### src/rtl/endpoint_tx.sv
// Endpoint transmit stage: turns a packet descriptor plus payload words into a
// head flit and body flits for switch port 0, paced by per-VC credits.
package endpoint_tx_pkg;
  typedef struct packed {
    logic [3:0]  vc;
    logic [3:0]  id;
    logic [7:0]  req;
    logic [31:0] payload;
  } flit_t;
endpackage

// One downstream-buffer credit counter; saturates at BUFFER_SIZE on grants.
module endpoint_tx_credit #(
  parameter int BUFFER_SIZE = 8
) (
  input  logic clk,
  input  logic n_rst,
  input  logic send,
  input  logic grant,
  output logic avail
);
  localparam int CW = $clog2(BUFFER_SIZE + 1);
  localparam logic [CW-1:0] FULL = CW'(BUFFER_SIZE);

  logic [CW-1:0] cnt_d, cnt_q;

  always_comb begin
    cnt_d = cnt_q;
    if (send && !grant)
      cnt_d = cnt_q - CW'(1);
    else if (grant && !send && cnt_q != FULL)
      cnt_d = cnt_q + CW'(1);
  end

  always_ff @(posedge clk or negedge n_rst) begin
    if (!n_rst) cnt_q <= FULL;
    else        cnt_q <= cnt_d;
  end

  assign avail = (cnt_q != '0);
endmodule

module endpoint_tx
  import endpoint_tx_pkg::*;
#(
  parameter int NUM_VCS     = 2,
  parameter int BUFFER_SIZE = 8,
  parameter int NODE        = 1,
  parameter int TOTAL_NODES = 4,
  parameter int MAX_PKT_LEN = 128,
  localparam int VW = (NUM_VCS > 1) ? $clog2(NUM_VCS) : 1
) (
  input  logic               clk,
  input  logic               n_rst,
  input  logic               pkt_valid,
  output logic               pkt_ready,
  input  logic [7:0]         pkt_dest,
  input  logic [VW-1:0]      pkt_vc,
  input  logic [7:0]         pkt_len,
  input  logic               word_valid,
  input  logic [31:0]        word_data,
  output logic               word_ready,
  output flit_t              out,
  output logic               data_ready_out,
  input  logic [NUM_VCS-1:0] credit_granted,
  output logic [NUM_VCS-1:0] credit_avail,
  output logic               err
);
  localparam logic [1:0] S_IDLE = 2'd0;
  localparam logic [1:0] S_HEAD = 2'd1;
  localparam logic [1:0] S_BODY = 2'd2;

  localparam logic [7:0] NODE_ID  = 8'(NODE);
  localparam logic [7:0] LEN_MAX  = 8'(MAX_PKT_LEN);
  localparam logic [7:0] DEST_MAX = 8'(TOTAL_NODES);

  logic [1:0]    state_d, state_q;
  logic [7:0]    dest_d, dest_q;
  logic [VW-1:0] vc_d, vc_q;
  logic [7:0]    len_d, len_q;
  logic [7:0]    rem_d, rem_q;
  logic [3:0]    id_d, id_q;
  flit_t         out_d, out_q;
  logic          dro_d, dro_q;
  logic          err_d, err_q;

  logic               flit_send;
  logic               cur_avail;
  logic               bad_desc;
  logic [NUM_VCS-1:0] send_vec;

  for (genvar v = 0; v < NUM_VCS; v++) begin : g_vc
    endpoint_tx_credit #(.BUFFER_SIZE(BUFFER_SIZE)) u_credit (
      .clk   (clk),
      .n_rst (n_rst),
      .send  (send_vec[v]),
      .grant (credit_granted[v]),
      .avail (credit_avail[v])
    );
  end

  assign cur_avail = credit_avail[vc_q];
  assign bad_desc  = (pkt_len == 8'd0) || (pkt_len > LEN_MAX) ||
                     (pkt_dest == 8'd0) || (pkt_dest > DEST_MAX);

  always_comb begin
    send_vec = '0;
    for (int v = 0; v < NUM_VCS; v++)
      send_vec[v] = flit_send && (vc_q == VW'(v));
  end

  always_comb begin
    state_d   = state_q;
    dest_d    = dest_q;
    vc_d      = vc_q;
    len_d     = len_q;
    rem_d     = rem_q;
    id_d      = id_q;
    out_d     = out_q;
    dro_d     = 1'b0;
    err_d     = 1'b0;
    flit_send = 1'b0;
    case (state_q)
      S_IDLE: begin
        if (pkt_valid) begin
          if (bad_desc) begin
            err_d = 1'b1;
          end else begin
            dest_d  = pkt_dest;
            vc_d    = pkt_vc;
            len_d   = pkt_len;
            rem_d   = pkt_len;
            state_d = S_HEAD;
          end
        end
      end
      S_HEAD: begin
        if (cur_avail) begin
          flit_send     = 1'b1;
          dro_d         = 1'b1;
          out_d.vc      = 4'(vc_q);
          out_d.id      = id_q;
          out_d.req     = dest_q;
          out_d.payload = {8'h00, dest_q, NODE_ID, len_q};
          state_d       = S_BODY;
        end
      end
      S_BODY: begin
        if (word_valid && cur_avail) begin
          flit_send     = 1'b1;
          dro_d         = 1'b1;
          out_d.vc      = 4'(vc_q);
          out_d.id      = id_q;
          out_d.req     = dest_q;
          out_d.payload = word_data;
          rem_d         = rem_q - 8'd1;
          // The last word closes the packet and retires its id.
          if (rem_q == 8'd1) begin
            state_d = S_IDLE;
            id_d    = id_q + 4'd1;
          end
        end
      end
      default: state_d = S_IDLE;
    endcase
  end

  always_ff @(posedge clk or negedge n_rst) begin
    if (!n_rst) begin
      state_q <= S_IDLE;
      dest_q  <= '0;
      vc_q    <= '0;
      len_q   <= '0;
      rem_q   <= '0;
      id_q    <= '0;
      out_q   <= '0;
      dro_q   <= 1'b0;
      err_q   <= 1'b0;
    end else begin
      state_q <= state_d;
      dest_q  <= dest_d;
      vc_q    <= vc_d;
      len_q   <= len_d;
      rem_q   <= rem_d;
      id_q    <= id_d;
      out_q   <= out_d;
      dro_q   <= dro_d;
      err_q   <= err_d;
    end
  end

  assign pkt_ready      = (state_q == S_IDLE);
  assign word_ready     = (state_q == S_BODY) && cur_avail;
  assign out            = out_q;
  assign data_ready_out = dro_q;
  assign err            = err_q;
endmodule

### config.mk
export PLATFORM = sky130hd
export DESIGN_NAME = endpoint_tx
export DESIGN_NICKNAME = d
export VERILOG_FILES = /design/src/rtl/endpoint_tx.sv
export SDC_FILE = /design/constraint.sdc
export NUM_CORES = 1
export LEC_CHECK = 0
export BUFFER_PORTS_ARGS = -buffer_cell sky130_fd_sc_hd__buf_2
export CAP_MARGIN = 20
export CELL_PAD_IN_SITES_DETAIL_PLACEMENT = 0
export CELL_PAD_IN_SITES_GLOBAL_PLACEMENT = 1
export CORE_UTILIZATION = 41
export DETAILED_ROUTE_END_ITERATION = 10
export GPL_TIMING_DRIVEN = 1
export HOLD_SLACK_MARGIN = 0.12
export PLACE_DENSITY_LB_ADDON = 0.15
export SYNTH_ARGS = -nofsm -noshare
export SYNTH_HDL_FRONTEND = slang
export SYNTH_SLANG_ARGS = --single-unit
### constraint.sdc
create_clock -name clk -period 3.4 [get_ports clk]
set_input_delay 0.68 -clock clk [delete_from_list [all_inputs] [get_ports clk]]
set_output_delay 0.68 -clock clk [all_outputs]
set_load 0.1 [all_outputs]
==> results by group, run 1 <==
Outcome
  • Status: completed

Global routing
  • Grt met3 use: 0.0468
  • Total Routing Usage GR: 0.189
  • Initial antenna violation count: 0
  • Global-route wire length before repair: 15.1 mm
  • Met2 Track Usage GR: 0.282
  • GRT met1 Usage: 0.273
  • Largest net degree at the start of global routing: just under 90
  • Vias in the first global route: 2,928
  • Overflow left after global routing: 0
  • Gr busiest metal: met2

STA
  • Setup TNS: 0 ps
  • Worst slew pin tran: a little over 700 ps
  • Slew margin rel.: 0.527
  • Min Tclk post-route: 2950 ps
  • Final setup violation count: 0
  • Period utilisation layout: 0.869
  • RSZ-0062 raised after global routing: false
  • Clock skew: between 10 and 15 ps
  • Final hold vios: 0
  • Fmax: 339 MHz
  • Fin. max-slew vios: 0

Placed design
  • # port buffers: about 110
  • DPL Wire Length: around 6.7 mm
  • Dpl cell area: between 0.004 and 0.005 sq mm
  • GP Congestion: 0.865

Critical path
  • Reg2reg path depth: 11
  • CP arrival: ~3200 ps
  • Worst Path Required: 3690 ps
  • Setup crit start kind: flop
  • Worst setup path start: state_q[0]$_DFFE_PN0P_
  • Worst r2r src: state_q[0]$_DFFE_PN0P_
  • Crit Path Category: flop to flop
  • Crit path capture type: flop
  • CP max FO: 8

Synth
  • Post-synth cell types: 54
  • Synth warn: 0
  • Synthesized area: approximately 0.0042 sq mm
  • Synth Area per Inst: roughly 11 sq um
  • Share of flip-flops with an asynchronous set or reset: 1.00
  • Register area share after synthesis: 0.515
  • Syn Inst Count: 380
  • Number of enable flip-flop cells after synthesis: 0
  • Top post-synthesis cells by area: dfrtp_1 50%, nand2_1 5.8%, mux2i_1 5.3%, ha_1 3.3%, mux2_2 3.2%
  • Yosys top cell by area: dfrtp_1
  • Dominant synthesized flop cell: dfrtp_1
  • Top cell type's share of synthesized area: 0.502
  • Register bit total from synthesis: 86

Pwr
  • Gate power share: 0.543
  • Sequential share of power: 0.297
  • Int Pwr: about 2400 uW
  • Leakage power: between 0.002 and 0.003 uW
  • Switching power: ~2700 uW
  • Switching Fraction: 0.535
  • Clock power share: 0.160
  • PwrDens: roughly 1000 mW/mm^2
  • VDD IR max: 0.000609 V

Clock tree
  • Post-CTS Hold Fix Bufs: 0
  • Clk buf depth: 2
  • # H-tree levels: 3
  • Post_cts resized: 0
  • CTS tree: yes
  • Post-CTS Setup Repair Bufs: 0
  • Clock transition at the registers of the reported paths: about 90 ps
  • Clock Sinks: 86
  • Clock latency on the worst-skew pair: about 360 ps
  • CTS Buf Count: 9
  • Clk root buf: clkbuf_8

Cells and area
  • Most frequent cells in the layout: 103 x buf_2, 84 x dfrtp_1, 65 x nand2_1, 22 x mux2i_1, 21 x o21ai_0
  • Layout cells sized above 1: 0.331
  • P&R area growth vs syn: 21.1%
  • # nets final: 550
  • Antenna cells: 0
  • Finished Cell Area: roughly 0.0051 sq mm
  • # fillers: around 950
  • Most common cell after layout, fill and taps aside: buf_2

Die
  • Initial Utilization: 0.426
  • Chip height: 103 um
  • Core area: around 0.0098 sq mm
  • FP Rows: 36
  • Ports: 109
  • Die ar.: around 0.011 sq mm
  • DIE WIDTH: 103 um

Drt
  • Final wirelength: 9.39 mm
  • DRC viols: 0
  • Final ANT Viol Nets: 0
  • Iter 0 DRT Violations: 123
  • Drt pass-1 iters: 4
  • Vias per std cell: between 5 and 6
  • Via count: roughly 3,100
  • Routed len/inst: 15.1 um

Flow run
  • Max_cap viols: 0

Worst hold path
  • Hold crit path type: primary input to asynchronous set/reset pin
==> final timing paths <==
| check | slack, ps | to |
|---|---|---|
| setup / recovery | 450 | g_vc[0].u_credit.cnt_q[3]$_DFFE_PN1P_ |
| hold / removal | 330 | g_vc[1].u_credit.cnt_q[0]$_DFFE_PN0P_ |
| setup reg to reg | 450 | g_vc[0].u_credit.cnt_q[3]$_DFFE_PN1P_ |
| hold reg to reg | 470 | out[33]$_DFFE_PN0P_ |
| max in group asynchronous | 2670 | g_vc[0].u_credit.cnt_q[3]$_DFFE_PN1P_ |
| min in group clk | 470 | out[33]$_DFFE_PN0P_ |
==> per-stage QoR <==
stage | utilization | hold WS [ps] | total power [uW] | cells | worst slack (ps)
after detailed placement | 0.493 | 457 | 4340 | 604 | 441
after global routing | 0.516 | 349 | 5420 | 620 | 129
after global placement | 0.493 | 454 | 4310 | 604 | 535
final | 0.516 | 334 | 5130 | 620 | 446
after floorplan | - | 384 | 3840 | 382 | 535
after CTS | 0.516 | 358 | 5170 | 620 | 439
==> power by group through the flow <==
stage,Combinational (uW),Sequential [uW],Clock (uW)
6_report,2780,1520,821
5_1_grt,2960,1570,897
4_1_cts,2800,1520,847
3_5_place_dp,2800,1540,0
3_3_place_gp,2770,1540,0
2_1_floorplan,1040,2800,0
==> synthesized netlist by cell type, types with 4 or more instances <==
master,n
mux2_4,5
a31o_2,4
xnor2_1,6
nand3b_1,4
nor3_1,7
dfrtp_1,84
o21ai_0,21
buf_4,5
nand3_1,6
nor3b_1,5
nor2_1,9
a31oi_1,5
and2_1,6
a21oi_1,4
nand2_1,65
clkbuf_1,4
ha_1,11
inv_1,13
mux2i_1,22
o211a_1,4
mux2_2,12
buf_2,9
a22o_1,15
nand4_1,5
==> state kept, by name (all words and copies together) (netlist names) <==
| signal | flops |
|---|---|
| out | 45 |
| id_q | 4 |
| data_ready_out | 1 |
| dest_q | 8 |
| len_q | 8 |
| state_q | 2 |
| rem_q | 8 |
| vc_q | 1 |
| err | 1 |
| g_vc.u_credit.cnt_q | 8 |
==> worst max-delay path, stage by stage, from the launching register on <==
cell and delay, ps:
dfrtp_1 420, inv_1 100, ha_1 290, and2_1 280, o21ai_0 140, nor4_1 520, ha_1 340, a21o_1 170
a21oi_1 260, nor3b_1 100, nand3b_1 180, o211ai_1 100
==> metal layers <==
| metal | wire, um | share of wire |
|---|---|---|
| met5 | 0 | 0 |
| met4 | 106 | 0.011 |
| met3 | 499 | 0.053 |
| met2 | 4250 | 0.45 |
| met1 | 4540 | 0.48 |
==> final cells by class <==
cell class                 count  area, sq um  share of cell area
inverter                      13         48.8             0.00963
multi-input combinational    262         1880               0.370
timing repair buffer         110          593               0.117
sequential                    86         2150               0.425
clock inverter                 6         91.3              0.0180
tap                          133          166              0.0328
clock buffer                  10          138              0.0272
==> kinds of logic (layout without fill, tap and decap cells) <==
logic type | Yosys count | after routing | share of synthesized area
flops | 86 | 86 | 0.515
mux | 39 | 39 | 0.103
other cells | 1 | 3 | 0.000896
compound gates | 74 | 74 | 0.131
simple gates | 126 | 126 | 0.152
xor+xnor | 7 | 7 | 0.0146
buf+inv | 34 | 139 | 0.0415
fa+ha+maj | 13 | 13 | 0.0424
No activity file was read; power rests on OpenSTA's default activity.
==> run 2, diff against run 1 <==
CORE_ASPECT_RATIO = 2   (was default)
==> run 2 against run 1 <==
Effect of this change: die area up 0.23%; global-route usage increased by 1.1 points; flip-flop and latch count unchanged; non-clock buffer count grew 3; worst setup slack better by 110 ps; routed wire length is 7.7% higher; final cell count up 0.32%; sequential power about the same; sequential share of layout area decreased by 0.60 points; clock power grew 19%; combinational power about the same; critical endpoint is now word_ready.
==> results by group, run 2 (synthesis results as in run 1) <==
Cells and area
  • P&R area growth vs syn: 22.8%
  • # nets final: 553 (+0.55%)
  • Most common cell after layout, fill and taps aside: buf_2
  • # fillers: 970 (+2.5%)
  • Final Util: 0.523 (+0.00699)
  • Layout cells sized above 1: 0.329 (-0.00202)
  • Number of flip-flops in the largest register: 45 (unchanged)
  • Finished Cell Area: 0.00514 sq mm (+1.4%)
  • Antenna cells: 0 (unchanged)
  • Most frequent cells in the layout: 103 x buf_2, 84 x dfrtp_1, 65 x nand2_1, 22 x mux2i_1, 21 x o21ai_0

Clock tree
  • CTS Buf Count: 9 (unchanged)
  • Clk root buf: clkbuf_16
  • # H-tree levels: 3 (unchanged)
  • Post-CTS Setup Repair Bufs: 0 (unchanged)
  • CTS tree: yes
  • Post_cts resized: 0 (unchanged)
  • Clock latency on the worst-skew pair: 340 ps (-20 ps)
  • Post-CTS Hold Fix Bufs: 0 (unchanged)
  • Clk buf depth: 2 (unchanged)
  • Clock Sinks: 86 (unchanged)
  • Clock transition at the registers of the reported paths: 60 ps (-30 ps)

Placed design
  • # port buffers: 105 (unchanged)
  • GP Congestion: 0.818 (-5.5%)
  • Dpl cell area: 0.00485 sq mm (+0.18%)
  • DPL Wire Length: 7.41 mm (+11%)

STA
  • Setup TNS: 0 ps (unchanged)
  • Fin. max-slew vios: 0 (unchanged)
  • Hold Worst Slack: 344 ps (+9.61 ps)
  • RSZ-0062 raised after global routing: false
  • Final setup violation count: 0 (unchanged)
  • Worst slew pin tran: 689 ps (-21.0 ps)
  • Clock skew: 9.73 ps (-3.53 ps)
  • Min Tclk post-route: 2840 ps (-113 ps)
  • Fmax: 352 MHz (+4.0%)
  • Slew margin rel.: 0.541 (+0.0140)
  • Period utilisation layout: 0.836 (-0.0331)
  • Final hold vios: 0 (unchanged)

Drt
  • Final wirelength: 10.1 mm (+7.7%)
  • Via count: 3,223 (+2.8%)
  • Vias per std cell: 5.18 (+2.5%)
  • Drt pass-1 iters: 4 (unchanged)
  • Iter 0 DRT Violations: 170 (+38%)
  • Routed len/inst: 16.3 um (+7.4%)
  • Final ANT Viol Nets: 0 (unchanged)
  • DRC viols: 0 (unchanged)

Critical path
  • Setup crit start kind: flop
  • Worst Path Required: 2720 ps (-970 ps)
  • Crit path capture type: output pin
  • R2R Setup Slk: 680 ps (+230 ps)
  • CP max FO: 28 (+20)
  • Crit Path Category: flop to output pin
  • CP arrival: 2160 ps (-1080 ps)

Pwr
  • PwrDens: 1030 mW/mm^2 (+2.1%)
  • Pwr Total: 5310 uW (+3.5%)
  • VDD IR max: 0.000591 V (-3.0%)
  • Leakage power: 0.00257 uW (+1.3%)

Global routing
  • Total Routing Usage GR: 0.200 (+0.0107)
  • Overflow left after global routing: 0 (unchanged)
  • Initial antenna violation count: 0 (unchanged)
  • Vias in the first global route: 3,194 (+9.1%)
  • Largest net degree at the start of global routing: 48 (-45%)
  • Global-route wire length before repair: 16.1 mm (+7.0%)

Die
  • Die ar.: 0.0106 sq mm (+0.23%)
  • FP Rows: 51 (+42%)
  • Chip height: 145 um (+41%)
  • Core area: 0.00983 sq mm (about the same)
  • Initial Utilization: 0.426 (about the same)
  • DIE WIDTH: 73.5 um (-29%)
  • Ports: 109 (unchanged)

Flow run
  • Max_cap viols: 0 (unchanged)

Outcome
  • Status: completed

Worst hold path
  • Hold crit path type: primary input to asynchronous set/reset pin
==> run 2: cell count changes in the layout (fill, tap and decap cells not counted), sizes merged <==
cell	before	now
buf	110	113
bufinv	2	1
clkbuf	10	12
inv	15	14
==> run 2: routing by layer <==
layer	GRT usage	share of wire	wire (um)
met2	0.348	0.55	5540
met1	0.229	0.39	3920
met3	0.0375	0.036	362
met5	0	0	0
met4	0.0904	0.029	296
==> run 2: area by class of cell <==
cell class	count	area, sq um	area share
sequential	86	2150	0.419
multi-input combinational	262	1880	0.365
tap	132	165	0.0321
timing repair buffer	113	603	0.117
inverter	13	48.8	0.00949
clock inverter	4	56.3	0.0110
clock buffer	12	236	0.0460
==> run 2: through the flow <==
step / instances / setup slack (ps)
2_1_floorplan: 382 / 535
3_3_place_gp: 606 / 620
3_5_place_dp: 606 / 569
4_1_cts: 622 / 491
5_1_grt: 622 / 383
6_report: 622 / 559
==> run 2: worst paths after layout <==
check,start,to,cells past startpoint
max,state_q[0]$_DFFE_PN0P_,word_ready,6
min in group clk,out[36]$_DFFE_PN0P_,out[36]$_DFFE_PN0P_,2
min,n_rst,out[22]$_DFFE_PN0P_,1
max reg2reg,state_q[1]$_DFFE_PN0P_,g_vc[1].u_credit.cnt_q[3]$_DFFE_PN1P_,11
max in group asynchronous,n_rst,g_vc[1].u_credit.cnt_q[3]$_DFFE_PN1P_,2
min reg2reg,out[36]$_DFFE_PN0P_,out[36]$_DFFE_PN0P_,2
==> run 2: worst max-delay path, stage by stage, from the launching register on <==
cell	delay, ps
dfrtp_1	410
inv_1	90
ha_1	190
buf_4	400
inv_1	260
nor2_1	260
buf_12	210
==> run 2: report_power, final <==
| part | switching [uW] | total (uW) | internal, uW |
|---|---|---|---|
| registers | 210 | 1530 | 1320 |
| clock network | 400 | 976 | 575 |
| logic | 2170 | 2800 | 629 |
